### src/rtl/sid_bus_responder.sv
// sid_bus_responder: bus-side SID 6581 register endpoint.
// Decodes phi2-sampled chip-select accesses into a 25-entry register file.
module sid_bus_responder #(
  parameter logic [15:0] DECAY_CYCLES = 16'd2048,
  parameter int          SYNC_STAGES  = 2
) (
  input  logic       CLK,
  input  logic       NOTRES,
  input  logic       SID_CLK,
  input  logic       SID_NOTCS,
  input  logic       SID_RW,
  input  logic [4:0] SID_ADDR,
  input  logic [7:0] SID_DATA_IN,
  output logic [7:0] SID_DATA_OUT,
  output logic       SID_DATA_OE,
  input  logic [7:0] POTX_IN,
  input  logic [7:0] POTY_IN,
  input  logic [7:0] OSC3_IN,
  input  logic [7:0] ENV3_IN,
  output logic       WR_STB,
  output logic [4:0] WR_ADDR,
  output logic [7:0] WR_DATA,
  input  logic [4:0] REG_RADDR,
  output logic [7:0] REG_RDATA,
  output logic [2:0] GATE,
  output logic [2:0] GATE_ON_STB,
  output logic [2:0] GATE_OFF_STB,
  output logic [3:0] MASTER_VOL
);

  typedef enum logic [1:0] {
    IDLE,
    SELECTED,
    COMMIT
  } state_t;

  state_t state, state_nx;

  logic [SYNC_STAGES-1:0] clk_sync;
  logic [SYNC_STAGES-1:0] cs_sync;
  logic [SYNC_STAGES-1:0] rw_sync;

  logic       clk_s, cs_n_s, rw_s;
  logic       clk_d, fall;
  logic       do_cap, do_commit, do_wr;
  logic       rd_cond;
  logic       cap_rw;
  logic [4:0] cap_addr;
  logic [7:0] cap_data;
  logic [7:0] bus_latch;
  logic [15:0] decay;
  logic [7:0] rd_mux;
  logic [2:0] gate_new;

  logic [7:0] regs [25];

  assign clk_s  = clk_sync[SYNC_STAGES-1];
  assign cs_n_s = cs_sync[SYNC_STAGES-1];
  assign rw_s   = rw_sync[SYNC_STAGES-1];
  assign fall   = clk_d & ~clk_s;
  assign do_wr  = do_commit & ~cap_rw;
  assign rd_cond = ~cs_n_s & rw_s;

  assign gate_new = {regs[18][0], regs[11][0], regs[4][0]};

  // synchronize the asynchronous bus controls and keep last phi2 sample
  always_ff @(posedge CLK or negedge NOTRES) begin
    if (!NOTRES) begin
      clk_sync <= '0;
      cs_sync  <= '0;
      rw_sync  <= '0;
      clk_d    <= 1'b0;
    end else begin
      clk_sync <= {clk_sync[SYNC_STAGES-2:0], SID_CLK};
      cs_sync  <= {cs_sync[SYNC_STAGES-2:0], SID_NOTCS};
      rw_sync  <= {rw_sync[SYNC_STAGES-2:0], SID_RW};
      clk_d    <= clk_s;
    end
  end

  // access FSM state register
  always_ff @(posedge CLK or negedge NOTRES) begin
    if (!NOTRES) begin
      state <= IDLE;
    end else begin
      state <= state_nx;
    end
  end

  // access FSM next state: each phi2 fall while selected is one access
  always_comb begin
    state_nx  = state;
    do_cap    = 1'b0;
    do_commit = 1'b0;
    unique case (state)
      IDLE: begin
        if (!cs_n_s) state_nx = SELECTED;
      end
      SELECTED: begin
        if (cs_n_s) begin
          state_nx = IDLE;
        end else if (fall) begin
          state_nx = COMMIT;
          do_cap   = 1'b1;
        end
      end
      COMMIT: begin
        do_commit = 1'b1;
        state_nx  = cs_n_s ? IDLE : SELECTED;
      end
      default: state_nx = IDLE;
    endcase
  end

  // capture address/data/direction on the phi2 fall of an access
  always_ff @(posedge CLK or negedge NOTRES) begin
    if (!NOTRES) begin
      cap_rw   <= 1'b0;
      cap_addr <= '0;
      cap_data <= '0;
    end else if (do_cap) begin
      cap_rw   <= rw_s;
      cap_addr <= SID_ADDR;
      cap_data <= SID_DATA_IN;
    end
  end

  // register file write and synth-core read port
  always_ff @(posedge CLK or negedge NOTRES) begin
    if (!NOTRES) begin
      for (int i = 0; i < 25; i++) regs[i] <= '0;
      REG_RDATA <= '0;
    end else begin
      REG_RDATA <= (REG_RADDR <= 5'd24) ? regs[REG_RADDR] : 8'h00;
      if (do_wr && cap_addr <= 5'd24) regs[cap_addr] <= cap_data;
    end
  end

  // write event strobe and last-write record
  always_ff @(posedge CLK or negedge NOTRES) begin
    if (!NOTRES) begin
      WR_STB  <= 1'b0;
      WR_ADDR <= '0;
      WR_DATA <= '0;
    end else begin
      WR_STB <= do_wr;
      if (do_wr) begin
        WR_ADDR <= cap_addr;
        WR_DATA <= cap_data;
      end
    end
  end

  // bus latch and decay counter model the floating data bus
  always_ff @(posedge CLK or negedge NOTRES) begin
    if (!NOTRES) begin
      bus_latch <= '0;
      decay     <= '0;
    end else if (do_wr) begin
      bus_latch <= cap_data;
      decay     <= '0;
    end else if (fall && decay < DECAY_CYCLES) begin
      decay <= decay + 16'd1;
    end
  end

  // read-back source select
  always_comb begin
    rd_mux = (decay < DECAY_CYCLES) ? bus_latch : 8'h00;
    case (SID_ADDR)
      5'h19:   rd_mux = POTX_IN;
      5'h1A:   rd_mux = POTY_IN;
      5'h1B:   rd_mux = OSC3_IN;
      5'h1C:   rd_mux = ENV3_IN;
      default: ;
    endcase
  end

  // bus read driver
  always_ff @(posedge CLK or negedge NOTRES) begin
    if (!NOTRES) begin
      SID_DATA_OE  <= 1'b0;
      SID_DATA_OUT <= '0;
    end else begin
      SID_DATA_OE <= rd_cond;
      if (rd_cond) SID_DATA_OUT <= rd_mux;
    end
  end

  // synth-core control copies and gate edge strobes
  always_ff @(posedge CLK or negedge NOTRES) begin
    if (!NOTRES) begin
      GATE         <= '0;
      GATE_ON_STB  <= '0;
      GATE_OFF_STB <= '0;
      MASTER_VOL   <= '0;
    end else begin
      GATE         <= gate_new;
      GATE_ON_STB  <= gate_new & ~GATE;
      GATE_OFF_STB <= GATE & ~gate_new;
      MASTER_VOL   <= regs[24][3:0];
    end
  end

endmodule

### config.mk
export PLATFORM = sky130hd
export DESIGN_NAME = sid_bus_responder
export DESIGN_NICKNAME = d
export VERILOG_FILES = /design/src/rtl/sid_bus_responder.sv
export SDC_FILE = /design/constraint.sdc
export NUM_CORES = 1
export LEC_CHECK = 0
export BUFFER_PORTS_ARGS = -buffer_cell sky130_fd_sc_hd__clkbuf_2
export CAP_MARGIN = 40
export CORE_ASPECT_RATIO = 1.2
export CORE_MARGIN = 5
export CORE_UTILIZATION = 56
export CTS_BUF_LIST = sky130_fd_sc_hd__clkbuf_8
export DETAILED_ROUTE_END_ITERATION = 8
export GPL_ROUTABILITY_DRIVEN = 0
export GPL_TIMING_DRIVEN = 1
export MAX_ROUTING_LAYER = met4
export PLACE_DENSITY = 0.82
export SYNTH_ARGS = -nofsm -noshare
export SYNTH_HDL_FRONTEND = slang
export SYNTH_SLANG_ARGS = --single-unit
### constraint.sdc
create_clock -name CLK -period 2.1 [get_ports CLK]
set_clock_uncertainty 0.1 [all_clocks]
set_input_delay 0.315 -clock CLK [delete_from_list [all_inputs] [get_ports CLK]]
set_output_delay 0.315 -clock CLK [all_outputs]
set_load 0.03 [all_outputs]
== Word level (Yosys, flattened, before mapping) ==
Cells that the tools add are included.
Storage, ports and cells
  register bits: 283
  input port bits: 55
  output and inout bits: 44
  word-level logic and storage cells: 97
Operators by class
  add/sub/neg operators: 1
  magnitude comparators: 6
  equality and inequality tests: 8
  muxes and demuxes: 20
  bitwise operators: 12
  reduce and logical (&&, ||, !) cells: 6
Operators with widths (count)
  200-bit bitwise mux: 1
  8-bit binary-select mux with 5-bit select: 1
  8-bit demux with 5-bit select: 1
  8-bit 2-to-1 mux: 5
  16-bit 2-to-1 mux: 2
  8-bit one-hot mux with 4 select lines: 1
  5-bit equality test (second input constant): 4
  16-bit by 1-bit adder with 16-bit output (second input constant): 1
  16-bit by 12-bit less-than comparator with 1-bit output (second input constant): 1
  6-bit greater-or-equal comparator (second input constant): 2
  5-bit inverter with 6-bit output: 2
  5-bit <= comparator (second input constant): 2
  3-bit AND: 2
  6-bit by 1-bit less-than comparator with 1-bit output (second input constant): 1
  2-bit 2-to-1 mux: 3
  3-bit inverter: 2
  2-bit one-hot mux with 3 select lines: 1
  1-bit 2-to-1 mux: 5
  1-bit AND: 3
  1-bit logical AND: 3
  3-bit != test (second input constant): 1
  1-bit inverter: 3
  2-bit by 1-bit equality test with 1-bit output (second input constant): 1
  2-bit equality test (second input constant): 1
  4 further kinds: 4

== Logic depth before layout (Yosys ltp) ==
Gate-level depths: netlist of the first run.
  depth after elaboration: 6
  mapped depth: 7
  depth with buffers taken out: 5

== Worst setup path before layout of the first run ==
Ideal clock, no wire load.
  kind: register to register
  start: register state[0]
  end: register regs[192] (netlist name)
  library setup time: 0.125 ns
  data arrival time: 2.074 ns
  data required time: 1.875 ns
  slack: -0.199 ns
  cell stages (with the launch flop): 7
  buffers on the path: 2
  period minus slack after synthesis: 2.299 ns
  cells stage by stage: dfrtp_1 or3b_1 buf_2 or3_1 buf_2 nor4_4 mux2_2
Between the ends
  cells in the longest elaborated chain, start to end: 4
RTL lines
  start: declaration: line 37  | state_t state, state_nx;
  start signal: assignment: line 86  | state <= state_nx;
  2-bit equality test: line 95  | unique case (state)
  1-bit 2-to-1 mux: line 95
  1-bit AND: line 61  | assign do_wr = do_commit & ~cap_rw;
  1-bit logical AND: line 135  | if (do_wr && cap_addr <= 5'd24) regs[cap_addr] <= cap_data;
  end signal: indexed assignment: line 135
  end: declaration: line 55  | logic [7:0] regs [25];
No other way between the ends.
A chain may end at the register's enable or synchronous reset.

== Worst setup path in the final report of the first run ==
Same ends and word-level chain as after synthesis.

==> flow_summary_export.csv, run 1 <==
group,metric,value,unit
timing,period_needed,2.134,ns
route,ant_nets,0,
yosys,synth-main-ff-cell,"dfrtp_1",
die,std_cell_rows,59,
yosys,ys_warn_count,0,
die,dieArea,25370,um^2
route,vias,8125,
power,switching_share,28.89,%
grt,grt_pass1_vias,8751,
layout,postLayoutCoreUtil,69.11,%
clock_network,path_clk_slew,0.07,ns
setup_path,cp.required,2.40,ns
clock_network,numCtsBuffers,45,
grt,grt_usage,23.75,%
setup_path,endpoint_kind,"register",
timing,hold_viol_final,0,
place,hpwl,19700,um
yosys,ys_ff_latch,283,
power,p_seq_share,49.0,%
die,die_x,146.2,um
yosys,synthArstFlopShare,100.0,%
run,cap_violations,0,
timing,grt_setup_unrepaired,"yes",
clock_network,clockRootBuffer,"clkbuf_8",
power,p_comb_share,16.4,%
yosys,syn_avg_cell_area,13.98,um^2
grt,gr-usage-met2,38.93,%
grt,grt_pass1_wl,47200,um
power,p_int,9153,uW
yosys,syn-cell-area,12470,um^2
clock_network,clock-sinks,283,
layout,drive_gt1_share,45.53,%
layout,fill_cells,1447,
die,ios,99,
outcome,status,"finished, violations left",
setup_path,worstPathArrival,2.43,ns
grt,grt_max_degree,70,
clock_network,h-tree-depth,2,
layout,antenna_cells,0,
power,total_power,12870,uW
layout,final_cell_mix,"dfrtp_1 (283), mux2_2 (212), clkbuf_2 (96)",
die,start_util,57.09,%
power,leakage,0.007476,uW
clock_network,worstSkewPairLatency,0.54,ns
yosys,synth_cell_types,47,
grt,gr-total-overflow,0,
clock_network,tritoncts,"built",
clock_network,clk_path_buf_depth,3,
power,p_sw,3718,uW
layout,multi_input_area,5211,um^2
min_path,hp-class,"input port to register",
timing,slew_viol_final,0,
route,first_pass_iters,5,
timing,tns,-0.1660,ns
timing,max_slew_margin,37.95,%
power,powerDensity,852.3,nW/um^2
yosys,ys_seq_area_share,56.77,%
layout,final_nets,1130,
route,drcViolationCount,0,
route,dr.first_iter.drc_count,618,
outcome,failed_checks,"negative setup slack",
timing,holdWs,0.02211,ns
setup_path,crit_fanout,8,
setup_path,r2r_setup_slack,-0.03,ns
route,totalWireLength,28750,um
die,die_h,173.5,um
grt,globalRouteMet3Util,3.713,%
power,power_frac_clock,34.6,%
route,wl_per_cell,20.82,um
timing,period_share,101.6,%
setup_path,critPathKind,"register to register",
timing,max_freq,0.4686,GHz
route,vias_per_cell,5.883,
power,ir_worst_vdd,0.6579,mV
timing,finalSetupViolations,7,
place,port_buffers,98,
grt,globalRouteMet1Util,30.57,%
die,coreArea,21850,um^2
timing,setup_slack,-0.03420,ns
yosys,synth_edf_count,0,
layout,register_area,7082,um^2
setup_path,setup.worst_path.start_class,"register",
grt,grt.busiest_layer,"met2",
layout,area_growth,21.05,%
grt,antenna_found_initial,0,
yosys,syn_nets,948,
layout,final_common_cell,"dfrtp_1",
timing,tightest_slew,0.9308,ns
yosys,synthCells,892,
[flip-flops by register name (all words and copies together), names as in the netlist, 5 cells and up]
| name | flops |
|---|---|
| decay | 16 |
| WR_ADDR | 5 |
| cap_addr | 5 |
| regs | 197 |
| SID_DATA_OUT | 8 |
| bus_latch | 8 |
| REG_RDATA | 8 |
| cap_data | 8 |
[metal layers]
metal,vias up,part of all wire (%)
met3,68,4.6
met4,0,2.8
met1,4193,41
li1,3647,-
met5,-,0
met2,217,52
[synth_stat cells (2+ instances only)]
| cell | n | area share, % |
|---|---|---|
| nand3b_1 | 4 | 0.24 |
| a221oi_1 | 8 | 0.56 |
| nor2b_1 | 8 | 0.40 |
| mux2i_1 | 47 | 3.8 |
| nor4_1 | 6 | 0.30 |
| or4_1 | 5 | 0.30 |
| a21o_1 | 9 | 0.54 |
| mux2_1 | 2 | 0.18 |
| inv_1 | 9 | 0.27 |
| o21ai_0 | 10 | 0.40 |
| nor2_1 | 29 | 0.87 |
| mux2_2 | 213 | 19 |
| or2_2 | 2 | 0.10 |
| and2_1 | 4 | 0.20 |
| dfrtp_1 | 283 | 57 |
| nand4b_1 | 3 | 0.21 |
| clkbuf_1 | 39 | 1.2 |
| a211oi_1 | 7 | 0.42 |
| nand2b_1 | 4 | 0.20 |
| nand3_1 | 8 | 0.32 |
| nand2_1 | 45 | 1.4 |
| xnor2_1 | 5 | 0.35 |
| mux4_2 | 34 | 6.1 |
| nand4_1 | 12 | 0.60 |
| buf_1 | 8 | 0.24 |
| nor4_4 | 2 | 0.34 |
| o2bb2ai_1 | 7 | 0.49 |
| a31oi_1 | 8 | 0.40 |
| buf_2 | 8 | 0.32 |
| o22ai_1 | 14 | 0.70 |
| or3_1 | 3 | 0.15 |
| a21oi_1 | 12 | 0.48 |
| nor3_1 | 5 | 0.20 |
| nor2_2 | 14 | 0.70 |
| or3b_2 | 3 | 0.21 |
[worst paths after layout]
kind / start / end / depth (start not counted)
min in group asynchronous: NOTRES / GATE_ON_STB[1]$_DFF_PN0_ / 2
setup reg to reg: state[0]$_DFFE_PN0P_ / regs[192]$_DFFE_PN0P_ / 5
hold reg to reg: rw_sync[0]$_DFF_PN0_ / rw_sync[1]$_DFF_PN0_ / 0
hold / removal: ENV3_IN[1] / SID_DATA_OUT[1]$_DFFE_PN0P_ / 3
setup / recovery: state[0]$_DFFE_PN0P_ / regs[192]$_DFFE_PN0P_ / 5
max in group asynchronous: NOTRES / regs[4]$_DFFE_PN0P_ / 3
[logic make-up after synthesis]
group / Yosys count / synth area share [%]
muxes: 296 / 29.32
DFF: 283 / 56.77
and+or+nand+nor: 163 / 7.121
AOI/OAI and AO/OA: 79 / 4.303
buffers and inverters: 65 / 2.036
xor gates and xnor gates: 5 / 0.3510
adders and majority gates: 1 / 0.1003
[area by class of cell]
| cell class | count | area share (%) |
|---|---|---|
| clock buffers | 53 | 4.831 |
| clock inverters | 27 | 0.9031 |
| inverters | 10 | 0.2569 |
| multi-input cells | 544 | 34.51 |
| flip-flops and latches | 283 | 46.90 |
| well taps | 274 | 2.270 |
| repair buffers | 190 | 10.33 |
[critical path, cell delays in order, from the launching register on]
cell and delay (ns):
dfrtp_1 0.38, or3b_4 0.41, or3_4 0.42, nor4_4 0.17, buf_6 0.18, mux2_2 0.33
[power by group through the flow]
stage	sequential (uW)	clock, uW	combinational [uW]
after floorplan	6550	0	1000
after global placement	6380	0	1960
after detailed placement	6390	0	2060
after CTS	6300	4540	2100
after global routing	6360	4800	2280
final	6310	4460	2110
[per-stage QoR]
step / cell area [um^2] / worst slack (ns) / cells
4_1_cts: 15080 / -0.05690 / 1385
3_3_place_gp: 13910 / -0.06012 / 1281
3_5_place_dp: 13930 / -0.09388 / 1282
2_1_floorplan: 12490 / -0.1731 / 892
6_report: 15100 / -0.03420 / 1381
5_1_grt: 15100 / -0.09159 / 1381
[what timing repair did]
action                                  4_1_cts  5_1_grt
gates resized for setup                      15       15
hold endpoints to repair                    300        0
setup buffers                                 3        1
endpoints found under the setup margin      109      175
pin swaps                                     2        1
hold buffers                                 20        0
(Power assumes the default switching activity.)
==> run 2: changes to the inputs <==
- CELL_PAD_IN_SITES_DETAIL_PLACEMENT: default -> 0
- CELL_PAD_IN_SITES_GLOBAL_PLACEMENT: default -> 1
- CORE_UTILIZATION: 56 -> 45
- CTS_BUF_LIST: sky130_fd_sc_hd__clkbuf_8 -> default
- PLACE_DENSITY: 0.82 -> 0.8
==> run 2 against run 1 <==
The run still ends with negative setup slack left. Combinational power up 10%. Global-route usage down 3.5 points. Critical path depth up 2. Flip-flop and latch count unchanged. Critical endpoint is now regs[67]$_DFFE_PN0P_. Setup slack worse by 0.017 ns.
==> flow_summary_export.csv, run 2 (synthesis gave the netlist of run 1 again) <==
group,metric,value,unit
clock_network,clock-sinks,283,
clock_network,worstSkewPairLatency,0.55,ns
timing,max_freq,0.4648,GHz
grt,globalRouteMet3Util,2.799,%
setup_path,critPathKind,"register to register",
clock_network,clockRootBuffer,"clkbuf_16",
clock_network,clk_path_buf_depth,3,
clock_network,path_clk_slew,0.06,ns
outcome,status,"finished, violations left",
setup_path,rr_worst_depth,7,
timing,grt_setup_unrepaired,"yes",
power,total_power,13850,uW
die,dieArea,31160,um^2
route,wl_per_cell,21.40,um
clock_network,h-tree-depth,1,
setup_path,r2r_start,"state[0]$_DFFE_PN0P_",
route,ant_nets,0,
setup_path,setup.worst_path.start_class,"register",
layout,regMostFlops,"regs",
power,ir_worst_vdd,0.5980,mV
layout,final_cell_mix,"dfrtp_1 (283), mux2_2 (125), clkbuf_2 (96)",
layout,area_growth,27.08,%
die,die_h,192.4,um
grt,grt.busiest_layer,"met2",
die,coreArea,27250,um^2
timing,tightest_slew,0.5077,ns
layout,antenna_cells,0,
grt,antenna_found_initial,0,
die,start_util,45.78,%
power,leakage,0.007600,uW
timing,period_share,102.4,%
route,drcViolationCount,0,
die,die_x,162.0,um
layout,fin_cells,1435,
timing,slew_viol_final,0,
place,post-place-cells,1357,
layout,drive_gt1_share,46.76,%
min_path,min_to,"SID_DATA_OUT[3]$_DFFE_PN0P_",
grt,grt_pass1_vias,8703,
setup_path,worstPathArrival,2.49,ns
layout,largest_reg_flops,197,
route,dr.first_iter.drc_count,433,
timing,hold_viol_final,0,
min_path,hold_path_depth,3,
setup_path,cp_cell_sequence,"or3b_4 -> buf_6 -> clkinvlp_4 -> nand3_4 -> nor4_4 -> buf_6 -> mux2_4",
grt,grt_max_degree,50,
route,first_pass_iters,4,
grt,gr-total-overflow,0,
run,cap_violations,0,
setup_path,r2r-end,"regs[67]$_DFFE_PN0P_",
min_path,hold_start,"POTX_IN[3]",
min_path,hp-class,"input port to register",
place,port_buffers,98,
setup_path,cp.required,2.44,ns
setup_path,max_stage_delay,0.41,ns
place,hpwl,20550,um
setup_path,cp_common_cell,"buf_6",
place,place_area,14120,um^2
setup_path,slowest_stage,"or3b_4",
timing,period_needed,2.151,ns
setup_path,r2r_setup_slack,-0.05,ns
die,ios,99,
timing,setup_slack,-0.05135,ns
power,powerDensity,873.7,nW/um^2
grt,gr-usage-met2,34.10,%
setup_path,endpoint_kind,"register",
grt,grt_usage,20.30,%
grt,globalRouteMet1Util,26.78,%
setup_path,crit_fanout,8,
layout,final_common_cell,"dfrtp_1",
outcome,failed_checks,"negative setup slack",
clock_network,tritoncts,"built",
route,vias,8046,
layout,final_nets,1128,
layout,design_area,15850,um^2
timing,finalSetupViolations,90,
grt,grt_pass1_wl,48760,um
timing,max_slew_margin,66.15,%
route,totalWireLength,30710,um
clock_network,numCtsBuffers,29,
route,vias_per_cell,5.607,
die,std_cell_rows,66,
layout,top_regs,"regs (197), decay (16)",
==> run 2: cell types whose count changed in the layout (fill, tap and decap cells not counted), sizes merged <==
cell	before	now
inv	32	10
bufinv	1	3
buf	74	84
clkinvlp	2	4
dlygate4sd3	20	24
clkinv	2	9
clkbuf	149	134
==> run 2: worst max-delay path by stage <==
stage	start	to	slack [ns]	cells past startpoint
6_report	state[0]$_DFFE_PN0P_	regs[67]$_DFFE_PN0P_	-0.05	7
5_1_grt	state[0]$_DFFE_PN0P_	regs[67]$_DFFE_PN0P_	-0.13	7
4_1_cts	state[0]$_DFFE_PN0P_	gate_new[0]$_DFFE_PN0P_	-0.06	6
3_5_place_dp	state[0]$_DFFE_PN0P_	regs[199]$_DFFE_PN0P_	-0.06	6
3_3_place_gp	state[0]$_DFFE_PN0P_	regs[194]$_DFFE_PN0P_	-0.02	6
2_1_floorplan	state[0]$_DFFE_PN0P_	regs[192]$_DFFE_PN0P_	-0.17	6
==> run 2: through the flow <==
stage	hold WS, ns	TNS [ns]	setup slack [ns]	utilization [%]
after floorplan	-0.08059	-5.814	-0.1731	-
final	0.02069	-1.742	-0.05135	58.17
after detailed placement	0.1651	-2.221	-0.05534	51.83
after global routing	0.01617	-8.165	-0.1255	58.17
after global placement	0.1647	-0.4553	-0.02045	51.68
after CTS	0.002262	-2.058	-0.05754	57.02
==> run 2: per-layer routing <==
metal,share of wire [%],vias up
met4,1.5,0
met2,51,150
met5,0,-
met3,4.2,35
met1,44,4215
li1,-,3646
==> run 2: power breakdown <==
group | internal [uW] | leakage, uW | switching [uW]
Clock | 3110 | 0.000487 | 2140
Combinational | 932 | 0.00328 | 1400
Sequential | 5930 | 0.00383 | 335
==> run 2: layout make-up <==
cell class / count / area, um^2
Clock buffer: 38 / 819.5
Clock inverter: 16 / 166.4
Fill cell: 2141 / 11400
Inverter: 10 / 41.29
Multi-Input combinational cell: 544 / 5585
Sequential cell: 283 / 7082
Tap cell: 340 / 425.4
Timing Repair Buffer: 204 / 1733
==> run 2: timing repair <==
action                                 in CTS  in global routing
hold buffers                               24                  0
pin swaps                                   3                  8
setup endpoints to repair                 113                173
gates resized for setup                    49                 81
endpoints found under the hold margin     194                  0
setup buffers                               0                  4
==> run 2: critical path: cells and delay by family, from the launching register on <==
kind	cells	cell delay, ns
flops	1	0.38
simple gates	3	0.80
buf+inv	3	0.45
mux	1	0.32
